$ cat src/rtl/tnkiii_sprite_line_feeder.sv
// -----------------------------------------------------------------------------
// tnkiii_sprite_line_feeder
//
// Per-scanline sprite fetch engine feeding the write side of the sprite line
// buffer. A line-start strobe (HLD) starts a scan of sprite attribute RAM.
// Each sprite that intersects the prepared line has its 16-pixel row fetched
// from graphics ROM in two 8-pixel halves. The engine then issues one
// line-buffer load slot and 16 pixel slots, all paced by CK0.
//
// Ports
//   clk         system clock, rising edge
//   VIDEO_RSTn  asynchronous active-low reset
//   CK0         pixel-slot enable (one-clk pulse)
//   HLD         line-start pulse (one clk); restarts the engine from any state
//   VLINE[8:0]  line being prepared, sampled on HLD
//   SPR_ADDR    attribute RAM address {index[5:0], byte[1:0]}
//   SPR_DATA    attribute byte, valid one clk after SPR_ADDR
//   ROM_REQ     ROM request, held until ROM_ACK
//   ROM_ADDR    ROM address {tile[7:0], row[3:0], half}
//   ROM_ACK     one-clk acknowledge, ROM_DATA valid in the same cycle
//   ROM_DATA    8 pixels x 3 bits, pixel 0 in [2:0]
//   FD          pixel code {1'b0, color[3:0], pix[2:0]}; 8'h07 is transparent
//   FL_Y        line-buffer start X
//   FCK / LD    line-buffer counter loads when FCK=1 and LD=0
//   BUSY        high from HLD until DONE
//   DONE        one-clk pulse when the line's work is finished
// -----------------------------------------------------------------------------
module tnkiii_sprite_line_feeder #(
    parameter int NUM_SPRITES  = 64,
    parameter int MAX_PER_LINE = 24
) (
    input  logic        clk,
    input  logic        VIDEO_RSTn,
    input  logic        CK0,
    input  logic        HLD,
    input  logic [8:0]  VLINE,
    output logic [7:0]  SPR_ADDR,
    input  logic [7:0]  SPR_DATA,
    output logic        ROM_REQ,
    output logic [12:0] ROM_ADDR,
    input  logic        ROM_ACK,
    input  logic [23:0] ROM_DATA,
    output logic [7:0]  FD,
    output logic [8:0]  FL_Y,
    output logic        FCK,
    output logic        LD,
    output logic        BUSY,
    output logic        DONE
);

    typedef enum logic [2:0] {
        S_IDLE,
        S_SCAN,
        S_FETCH0,
        S_FETCH1,
        S_LOADSLOT,
        S_PIX,
        S_FINISH
    } state_t;

    localparam logic [5:0] LAST_IDX = 6'(NUM_SPRITES - 1);
    localparam logic [6:0] MAX_CNT  = 7'(MAX_PER_LINE);
    localparam logic [7:0] FD_CLEAR = 8'h07;

    // Control and datapath state
    state_t      state_q, state_d;
    logic [8:0]  vline_q, vline_d;
    logic [5:0]  idx_q, idx_d;
    logic [2:0]  step_q, step_d;        // 0..3 address bytes, 4 = evaluate entry
    logic [6:0]  cnt_q, cnt_d;          // sprites rendered on this line
    logic [7:0]  y_q, y_d;
    logic [7:0]  tile_q, tile_d;
    logic [7:0]  attr_q, attr_d;        // {X8, Y8, flipY, flipX, color[3:0]}
    logic [8:0]  x_q, x_d;
    logic [3:0]  row_q, row_d;
    logic [47:0] pix_row_q, pix_row_d;  // half1 in [47:24], half0 in [23:0]
    logic [3:0]  slot_q, slot_d;

    // Registered outputs
    logic [7:0]  spr_addr_q, spr_addr_d;
    logic        rom_req_q, rom_req_d;
    logic [12:0] rom_addr_q, rom_addr_d;
    logic [7:0]  fd_q, fd_d;
    logic [8:0]  fl_y_q, fl_y_d;
    logic        fck_q, fck_d;
    logic        ld_q, ld_d;
    logic        busy_q, busy_d;
    logic        done_q, done_d;

    // Vertical hit test: distance from the sprite's top edge, modulo 512, so a
    // sprite near Y=511 wraps onto the first lines.
    logic [8:0] dy;
    logic       hit;
    logic [3:0] row_sel;
    logic [3:0] pix_sel;
    logic [2:0] pix_code;

    assign dy       = vline_q - {attr_q[6], y_q};
    assign hit      = (dy[8:4] == 5'd0);
    assign row_sel  = attr_q[5] ? (4'd15 - dy[3:0]) : dy[3:0];
    assign pix_sel  = attr_q[4] ? (4'd15 - slot_q) : slot_q;
    assign pix_code = pix_row_q[6'(pix_sel) * 6'd3 +: 3];

    always_comb begin
        // NOTE: every _d defaults to its _q (or pulse value) first, so no path leaves a variable unassigned and no latch is inferred.
        state_d    = state_q;
        vline_d    = vline_q;
        idx_d      = idx_q;
        step_d     = step_q;
        cnt_d      = cnt_q;
        y_d        = y_q;
        tile_d     = tile_q;
        attr_d     = attr_q;
        x_d        = x_q;
        row_d      = row_q;
        pix_row_d  = pix_row_q;
        slot_d     = slot_q;
        spr_addr_d = spr_addr_q;
        rom_req_d  = rom_req_q;
        rom_addr_d = rom_addr_q;
        fd_d       = fd_q;
        fl_y_d     = fl_y_q;
        fck_d      = fck_q;
        ld_d       = ld_q;
        busy_d     = busy_q;
        done_d     = 1'b0;

        if (HLD) begin
            // Line start wins over everything, including CK0 and ROM_ACK in
            // the same cycle; an outstanding request is simply abandoned.
            vline_d    = VLINE;
            idx_d      = '0;
            cnt_d      = '0;
            step_d     = '0;
            spr_addr_d = '0;
            rom_req_d  = 1'b0;
            busy_d     = 1'b1;
            state_d    = S_SCAN;
        end else begin
            // Pixel outputs only move on CK0 and hold between slots; outside
            // the load/pixel states a slot drives the transparent code.
            if (CK0 && state_q != S_LOADSLOT && state_q != S_PIX) begin
                fd_d  = FD_CLEAR;
                fck_d = 1'b0;
                ld_d  = 1'b1;
            end

            case (state_q)
                S_IDLE: ;

                S_SCAN: begin
                    // SPR_DATA lags SPR_ADDR by one clk, so step s sees byte s-1.
                    case (step_q)
                        3'd0: begin
                            spr_addr_d = {idx_q, 2'd1};
                            step_d     = 3'd1;
                        end
                        3'd1: begin
                            y_d        = SPR_DATA;
                            spr_addr_d = {idx_q, 2'd2};
                            step_d     = 3'd2;
                        end
                        3'd2: begin
                            tile_d     = SPR_DATA;
                            spr_addr_d = {idx_q, 2'd3};
                            step_d     = 3'd3;
                        end
                        3'd3: begin
                            attr_d = SPR_DATA;
                            step_d = 3'd4;
                        end
                        default: begin
                            if (hit) begin
                                row_d      = row_sel;
                                x_d        = {attr_q[7], SPR_DATA};
                                rom_req_d  = 1'b1;
                                rom_addr_d = {tile_q, row_sel, 1'b0};
                                state_d    = S_FETCH0;
                            end else if (idx_q == LAST_IDX) begin
                                state_d = S_FINISH;
                            end else begin
                                idx_d      = idx_q + 6'd1;
                                step_d     = 3'd0;
                                spr_addr_d = {idx_q + 6'd1, 2'd0};
                            end
                        end
                    endcase
                end

                S_FETCH0: begin
                    if (rom_req_q && ROM_ACK) begin
                        pix_row_d[23:0] = ROM_DATA;
                        rom_req_d       = 1'b0;
                        rom_addr_d      = {tile_q, row_q, 1'b1};
                        state_d         = S_FETCH1;
                    end
                end

                S_FETCH1: begin
                    // Request drops for one clk after the first ACK, then the
                    // second half is requested; ACKs while idle are ignored.
                    if (!rom_req_q) begin
                        rom_req_d = 1'b1;
                    end else if (ROM_ACK) begin
                        pix_row_d[47:24] = ROM_DATA;
                        rom_req_d        = 1'b0;
                        state_d          = S_LOADSLOT;
                    end
                end

                S_LOADSLOT: begin
                    if (CK0) begin
                        fl_y_d  = x_q;
                        fck_d   = 1'b1;
                        ld_d    = 1'b0;
                        slot_d  = 4'd0;
                        state_d = S_PIX;
                    end
                end

                S_PIX: begin
                    if (CK0) begin
                        fd_d   = {1'b0, attr_q[3:0], pix_code};
                        fck_d  = 1'b0;
                        ld_d   = 1'b1;
                        slot_d = slot_q + 4'd1;
                        if (slot_q == 4'd15) begin
                            cnt_d = cnt_q + 7'd1;
                            if ((cnt_q + 7'd1 == MAX_CNT) || (idx_q == LAST_IDX)) begin
                                state_d = S_FINISH;
                            end else begin
                                idx_d      = idx_q + 6'd1;
                                step_d     = 3'd0;
                                spr_addr_d = {idx_q + 6'd1, 2'd0};
                                state_d    = S_SCAN;
                            end
                        end
                    end
                end

                S_FINISH: begin
                    done_d  = 1'b1;
                    busy_d  = 1'b0;
                    state_d = S_IDLE;
                end

                default: state_d = S_IDLE;
            endcase
        end
    end

    always_ff @(posedge clk or negedge VIDEO_RSTn) begin
        if (!VIDEO_RSTn) begin
            state_q    <= S_IDLE;
            vline_q    <= '0;
            idx_q      <= '0;
            step_q     <= '0;
            cnt_q      <= '0;
            y_q        <= '0;
            tile_q     <= '0;
            attr_q     <= '0;
            x_q        <= '0;
            row_q      <= '0;
            // NOTE: the pixel row is plain datapath, not a memory array; resetting it keeps the outputs X-free at no real cost.
            pix_row_q  <= '0;
            slot_q     <= '0;
            spr_addr_q <= '0;
            rom_req_q  <= 1'b0;
            rom_addr_q <= '0;
            fd_q       <= FD_CLEAR;
            fl_y_q     <= '0;
            fck_q      <= 1'b0;
            ld_q       <= 1'b1;
            busy_q     <= 1'b0;
            done_q     <= 1'b0;
        end else begin
            // NOTE: non-blocking assignments so every flop samples pre-edge values regardless of statement order.
            state_q    <= state_d;
            vline_q    <= vline_d;
            idx_q      <= idx_d;
            step_q     <= step_d;
            cnt_q      <= cnt_d;
            y_q        <= y_d;
            tile_q     <= tile_d;
            attr_q     <= attr_d;
            x_q        <= x_d;
            row_q      <= row_d;
            pix_row_q  <= pix_row_d;
            slot_q     <= slot_d;
            spr_addr_q <= spr_addr_d;
            rom_req_q  <= rom_req_d;
            rom_addr_q <= rom_addr_d;
            fd_q       <= fd_d;
            fl_y_q     <= fl_y_d;
            fck_q      <= fck_d;
            ld_q       <= ld_d;
            busy_q     <= busy_d;
            done_q     <= done_d;
        end
    end

    assign SPR_ADDR = spr_addr_q;
    assign ROM_REQ  = rom_req_q;
    assign ROM_ADDR = rom_addr_q;
    assign FD       = fd_q;
    assign FL_Y     = fl_y_q;
    assign FCK      = fck_q;
    assign LD       = ld_q;
    assign BUSY     = busy_q;
    assign DONE     = done_q;

endmodule

$ cat config.mk
export PLATFORM = sky130hd
export DESIGN_NAME = tnkiii_sprite_line_feeder
export DESIGN_NICKNAME = d
export VERILOG_FILES = /design/src/rtl/tnkiii_sprite_line_feeder.sv
export SDC_FILE = /design/constraint.sdc
export NUM_CORES = 1
export LEC_CHECK = 0
export CAP_MARGIN = 20
export CORE_AREA = 2 2 134 136
export CTS_CLUSTER_SIZE = 40
export DETAILED_ROUTE_END_ITERATION = 10
export DIE_AREA = 0 0 136 138
export PLACE_DENSITY = 0.7
export SLEW_MARGIN = 10
export SYNTH_ARGS = -nofsm -noshare
export SYNTH_HDL_FRONTEND = slang
export SYNTH_SLANG_ARGS = --single-unit
$ cat constraint.sdc
create_clock -name clk -period 5.26 [get_ports clk]
set_input_delay 1.052 -clock clk [delete_from_list [all_inputs] [get_ports clk]]
set_output_delay 1.052 -clock clk [all_outputs]
set_load 0.02 [all_outputs]
Word-level counts from Yosys, hierarchy flattened:

Index checks and enable logic that the tools add are counted.

* latch bits: 0
* logic and storage cells: 171
* output and inout port bits: 43
* input port bits: 46
* memories kept: 0
* flip-flop bits (word level): 160
* RAM bits: 0
* bits in read-only memories: 0

* shift operators: 1
* $add $sub $neg: 6
* divide/modulo/power cells: 0
* reduce and logical (&&, ||, !) cells: 31
* magnitude comparators: 0
* eq/ne operators: 37
* bitwise logic cells: 2
* multiplexer cells: 71
* $mul: 1

Operators with widths (number)
* $mux W8: 9
* $mux W3: 17
* $shiftx A48 B7 Y3: 1
* $mux W6: 7
* $ne A3 B3 Y1 const B: 14
* $mux W13: 3
* $pmux W8 S4: 1
* $mux W7: 4
* $pmux W13 S2: 1
* $pmux W3 S6: 1
* $reduce_and A3 Y1: 6
* $mux W1: 16
* $mux W4: 4
* $pmux W8 S2: 1
* $reduce_and A4 Y1: 4
* $ne A7 B7 Y1 const B: 2
* $reduce_and A7 Y1: 2
* $eq A3 B2 Y1 const B: 4
* $ne A2 B2 Y1 const B: 6
* $ne A6 B6 Y1 const B: 2
* $pmux W3 S4: 1
* $pmux W6 S2: 1
* $reduce_bool A2 Y1: 6
* $eq A3 B3 Y1 const B: 3
* other kinds (26): 33

Longest topological paths before layout:

* word-level depth: 8
* depth in mapped cells: 12
* gate-level depth less buffers: 10

Least setup slack after synthesis:

No wires, ideal clock.

* path type: input-to-reg
* start: in HLD
* end: reg attr_q[0]
* setup slack: 2.507 ns
* data arrival time: 2.629 ns
* library setup time: 0.125 ns
* stages: 5
* cells stage by stage: clkbuf_1 -> nor3_2 -> nand2_1 -> nor2_1 -> mux2_2

* longest elaborated chain between the ends: 2

RTL lines
* start, declared: line 35 `input logic HLD,`
* $not A1 Y1 (no line)
* $reduce_and A3 Y1 (no line)
* end signal, assigned: line 285 `attr_q <= attr_d;`
* end, declared: line 73 `logic [7:0] attr_q, attr_d;`

Every way passes these cells.
A chain may end at the register's enable or synchronous reset.

Final worst setup path:

* start: in HLD
* end: reg cnt_q[5]

* longest elaborated chain between the ends: 2
* elaborated cells on any way between the ends: 5

RTL lines
* $reduce_bool A2 Y1 (no line)
* $reduce_and A3 Y1 (no line)
* end signal, assigned: line 282 `cnt_q <= cnt_d;`
* end, declared: line 70 `logic [6:0] cnt_q, cnt_d;`

Parallel ways exist; a longest one is shown, timed or not.

==> flow_metrics.env <==
export IMPL_finalNonFillerCells=941
export IMPL_wirelength_mm=16.9
export IMPL_netlist_top_cell_by_area="dfrtp_1"
export IMPL_die_h_um=138
export IMPL_syn_instance_count=614
export IMPL_numCtsBuffers=17
export IMPL_ys_top_cells_by_area="dfrtp_1 (51%), mux2_2 (18%), mux4_2 (4.4%), nand2_1 (2.2%), ha_1 (2.1%)"
export IMPL_overflow=0
export IMPL_hp_class="register to register"
export IMPL_globalplace_congestion=0.804
export IMPL_fmax_ghz=0.312
export IMPL_final_common_cell="dfrtp_1"
export IMPL_seq_area_frac_synth_pct=52.2
export IMPL_vias=5104
export IMPL_die_area_mm2=0.0188
export IMPL_fin_ws_ns=2.05
export IMPL_post_drt_wl_per_cell_um=18.0
export IMPL_ant_nets=0
export IMPL_rr_startpoint="vline_q[0]$_DFFE_PN0P_"
export IMPL_cp_end_kind="register"
export IMPL_worstSkewPairLatency_ns=0.42
export IMPL_grt_pass1_wl_mm=28.3
export IMPL_stdcell_area_mm2=0.00942
export IMPL_synth_cell_type_count=63
export IMPL_dp_hpwl_mm=11.8
export IMPL_grt_pass1_vias=5354
export IMPL_crit_type="input port to register"
export IMPL_critPathRequiredTime_ns=5.59
export IMPL_cts_root_buf="clkbuf_16"
export IMPL_place_ws_ns=1.61
export IMPL_rsz0062_at_grt="false"
export IMPL_min_period_ns=3.21
export IMPL_die_w_um=136
export IMPL_yosysWarnings=0
export IMPL_pin_count=89
export IMPL_hold_violations=0
export IMPL_ys_seq_elements=160
export IMPL_start_util_pct=43.8
export IMPL_placed_cell_area_mm2=0.00877
export IMPL_final_cell_mix="dfrtp_1 (156), mux2_2 (120), clkdlybuf4s50_1 (87), nand2_1 (44), nor2_1 (31)"
export IMPL_async_flop_share_pct=100
export IMPL_finalCritPeriodShare_pct=60.9
export IMPL_dpl_cell_count=907
export IMPL_synth_edf_count=0
export IMPL_viasPerCell=5.42
export IMPL_drv_slew=0
export IMPL_crit_arrival_ns=3.53
export IMPL_core_area_mm2=0.0175
export IMPL_route_detailed_drc=0
export IMPL_drive_above_1_share_pct=26.8
export IMPL_timing_hold_ws_ns=0.473
export IMPL_post_cts_setup_buffers=0
export IMPL_setup_viol=0
export IMPL_hold_buffers=0
export IMPL_firstDrtPassIters=5
export IMPL_ctsResizeCount=0
export IMPL_syn_to_final_growth_pct=22.7
export IMPL_cts_tree="yes"
export IMPL_io_buffers=88
export IMPL_syn_num_nets=674
export IMPL_status="finished clean"
export IMPL_clk_transition_reported_paths_ns=0.06
export IMPL_nNetsFinal=759
export IMPL_drt_initial_drc_count=267
export IMPL_track_usage_pct=19.2
export IMPL_timing_setup_tns_ns=0
export IMPL_crit_path_start="HLD"
export IMPL_cts_sinks=160
export IMPL_power_leakage_nw=4.36
export IMPL_path_max_fanout=42
export IMPL_powerDensity_mw_per_mm2=476
export IMPL_rows=49
export IMPL_yosysTopAreaCellShare_pct=50.9
export IMPL_cap_violations=0
export IMPL_antenna_found_initial=0
export IMPL_worst_pin_slew_ns=0.979
export IMPL_grt_start_max_net_pins=121
export IMPL_hold_start="LD$_DFFE_PN1N_"
export IMPL_netlist_area_mm2=0.00768
export IMPL_diodes=0
export IMPL_fin_skew_ns=0.00760
export IMPL_synth_avg_cell_area_um2=12.5
export IMPL_htree_levels=4
export IMPL_start_kind="input port"
export IMPL_slew_headroom_pct=34.5
export IMPL_synth_top_flop_cell="dfrtp_1"
export IMPL_cts_path_max_buffers=2
export IMPL_vdd_ir_drop_max_mv=0.300
## layout make-up
class / count / area, µm²
timing repair buffer: 95 / 958
fill: 1483 / 8120
inverter: 20 / 75.1
clock inverter: 10 / 123
tap: 229 / 287
multi-input combinational: 405 / 3480
sequential: 160 / 4010
clock buffer: 22 / 484
## synth_stat cells (3+ instances only)
cell / instances
a21o_1: 6
o311ai_0: 4
a21oi_1: 15
buf_1: 3
o21ai_0: 28
nor2b_1: 9
a211o_1: 5
nand3_1: 8
nand2_1: 44
clkbuf_1: 15
buf_4: 3
dfstp_2: 4
inv_1: 20
a22o_1: 5
xnor2_1: 12
nor3b_1: 3
a211oi_1: 6
nor2_1: 31
and2_1: 6
dfrtp_1: 156
mux2_2: 120
nand2b_1: 6
a31oi_1: 4
nor3_1: 3
mux2i_1: 5
xor2_1: 7
mux4_2: 15
buf_2: 8
o31ai_1: 3
ha_1: 13
and3_1: 8
## registers in the layout (all words and copies together), names as in the netlist, named ones only
| name | flops |
|---|---|
| state_q | 3 |
| BUSY | 1 |
| DONE | 1 |
| FD | 4 |
| attr_q | 8 |
| ROM_REQ | 1 |
| y_q | 8 |
| SPR_ADDR | 8 |
| slot_q | 4 |
| x_q | 9 |
| row_q | 4 |
| ROM_ADDR | 13 |
| FL_Y | 9 |
| cnt_q | 7 |
| pix_row_q | 48 |
| step_q | 3 |
| LD | 1 |
| tile_q | 8 |
| FCK | 1 |
| vline_q | 9 |
| idx_q | 6 |
## worst paths after layout
kind                                           to  slack (ns)  cells past startpoint
setup / recovery             cnt_q[5]$_DFFE_PN0P_        2.05                      8
hold / removal                     LD$_DFFE_PN1N_        0.47                      2
setup reg to reg             idx_q[1]$_DFFE_PN0P_        2.12                     10
hold reg to reg                    LD$_DFFE_PN1N_        0.47                      2
max in group asynchronous   tile_q[7]$_DFFE_PN0P_        3.91                      2
min in group asynchronous  vline_q[5]$_DFFE_PN0P_        0.52                      1
## cell families (layout without fill, tap and decap cells)
| group | count (synthesis) | count (layout) | synth area share [%] |
|---|---|---|---|
| AO/OA/AOI/OAI | 100 | 100 | 9.34 |
| XOR/XNOR | 19 | 19 | 2.17 |
| adder cells (fa/ha/maj) | 14 | 14 | 2.38 |
| buffers and inverters | 49 | 147 | 2.67 |
| flip-flops | 160 | 160 | 52.2 |
| multiplexers | 142 | 142 | 23.0 |
| AND/OR/NAND/NOR | 130 | 130 | 8.26 |
## through the flow
stage	util, %	power [mW]
3_5_place_dp	50.0	3.23
3_3_place_gp	50.0	3.16
4_1_cts	53.5	4.50
5_1_grt	53.7	4.75
2_1_floorplan	-	2.79
6_report	53.7	4.48
## worst max-delay path: stages
cell and delay (ns):
clkdlybuf4s50_1 0.46, buf_4 0.30, nand2b_1 0.25, nor2_1 0.77
nand2_1 0.31, a21oi_1 0.19, o21ai_0 0.10, o31ai_1 0.08
## per-layer routing
layer | part of all wire, % | track usage (%) | up-vias
met3 | 4.4 | 4.51 | 12
met2 | 51 | 31.7 | 109
met1 | 44 | 25.4 | 2604
li1 | - | - | 2379
met4 | 0.92 | 4.99 | 0
met5 | 0 | 0 | -
## where the power goes
group	internal (mW)	switching, mW	leakage (nW)
registers	1.51	0.233	2.14
clock network	0.757	0.502	0.301
logic	0.738	0.737	1.92
Note: power is estimated with default switching activity, not from simulation.
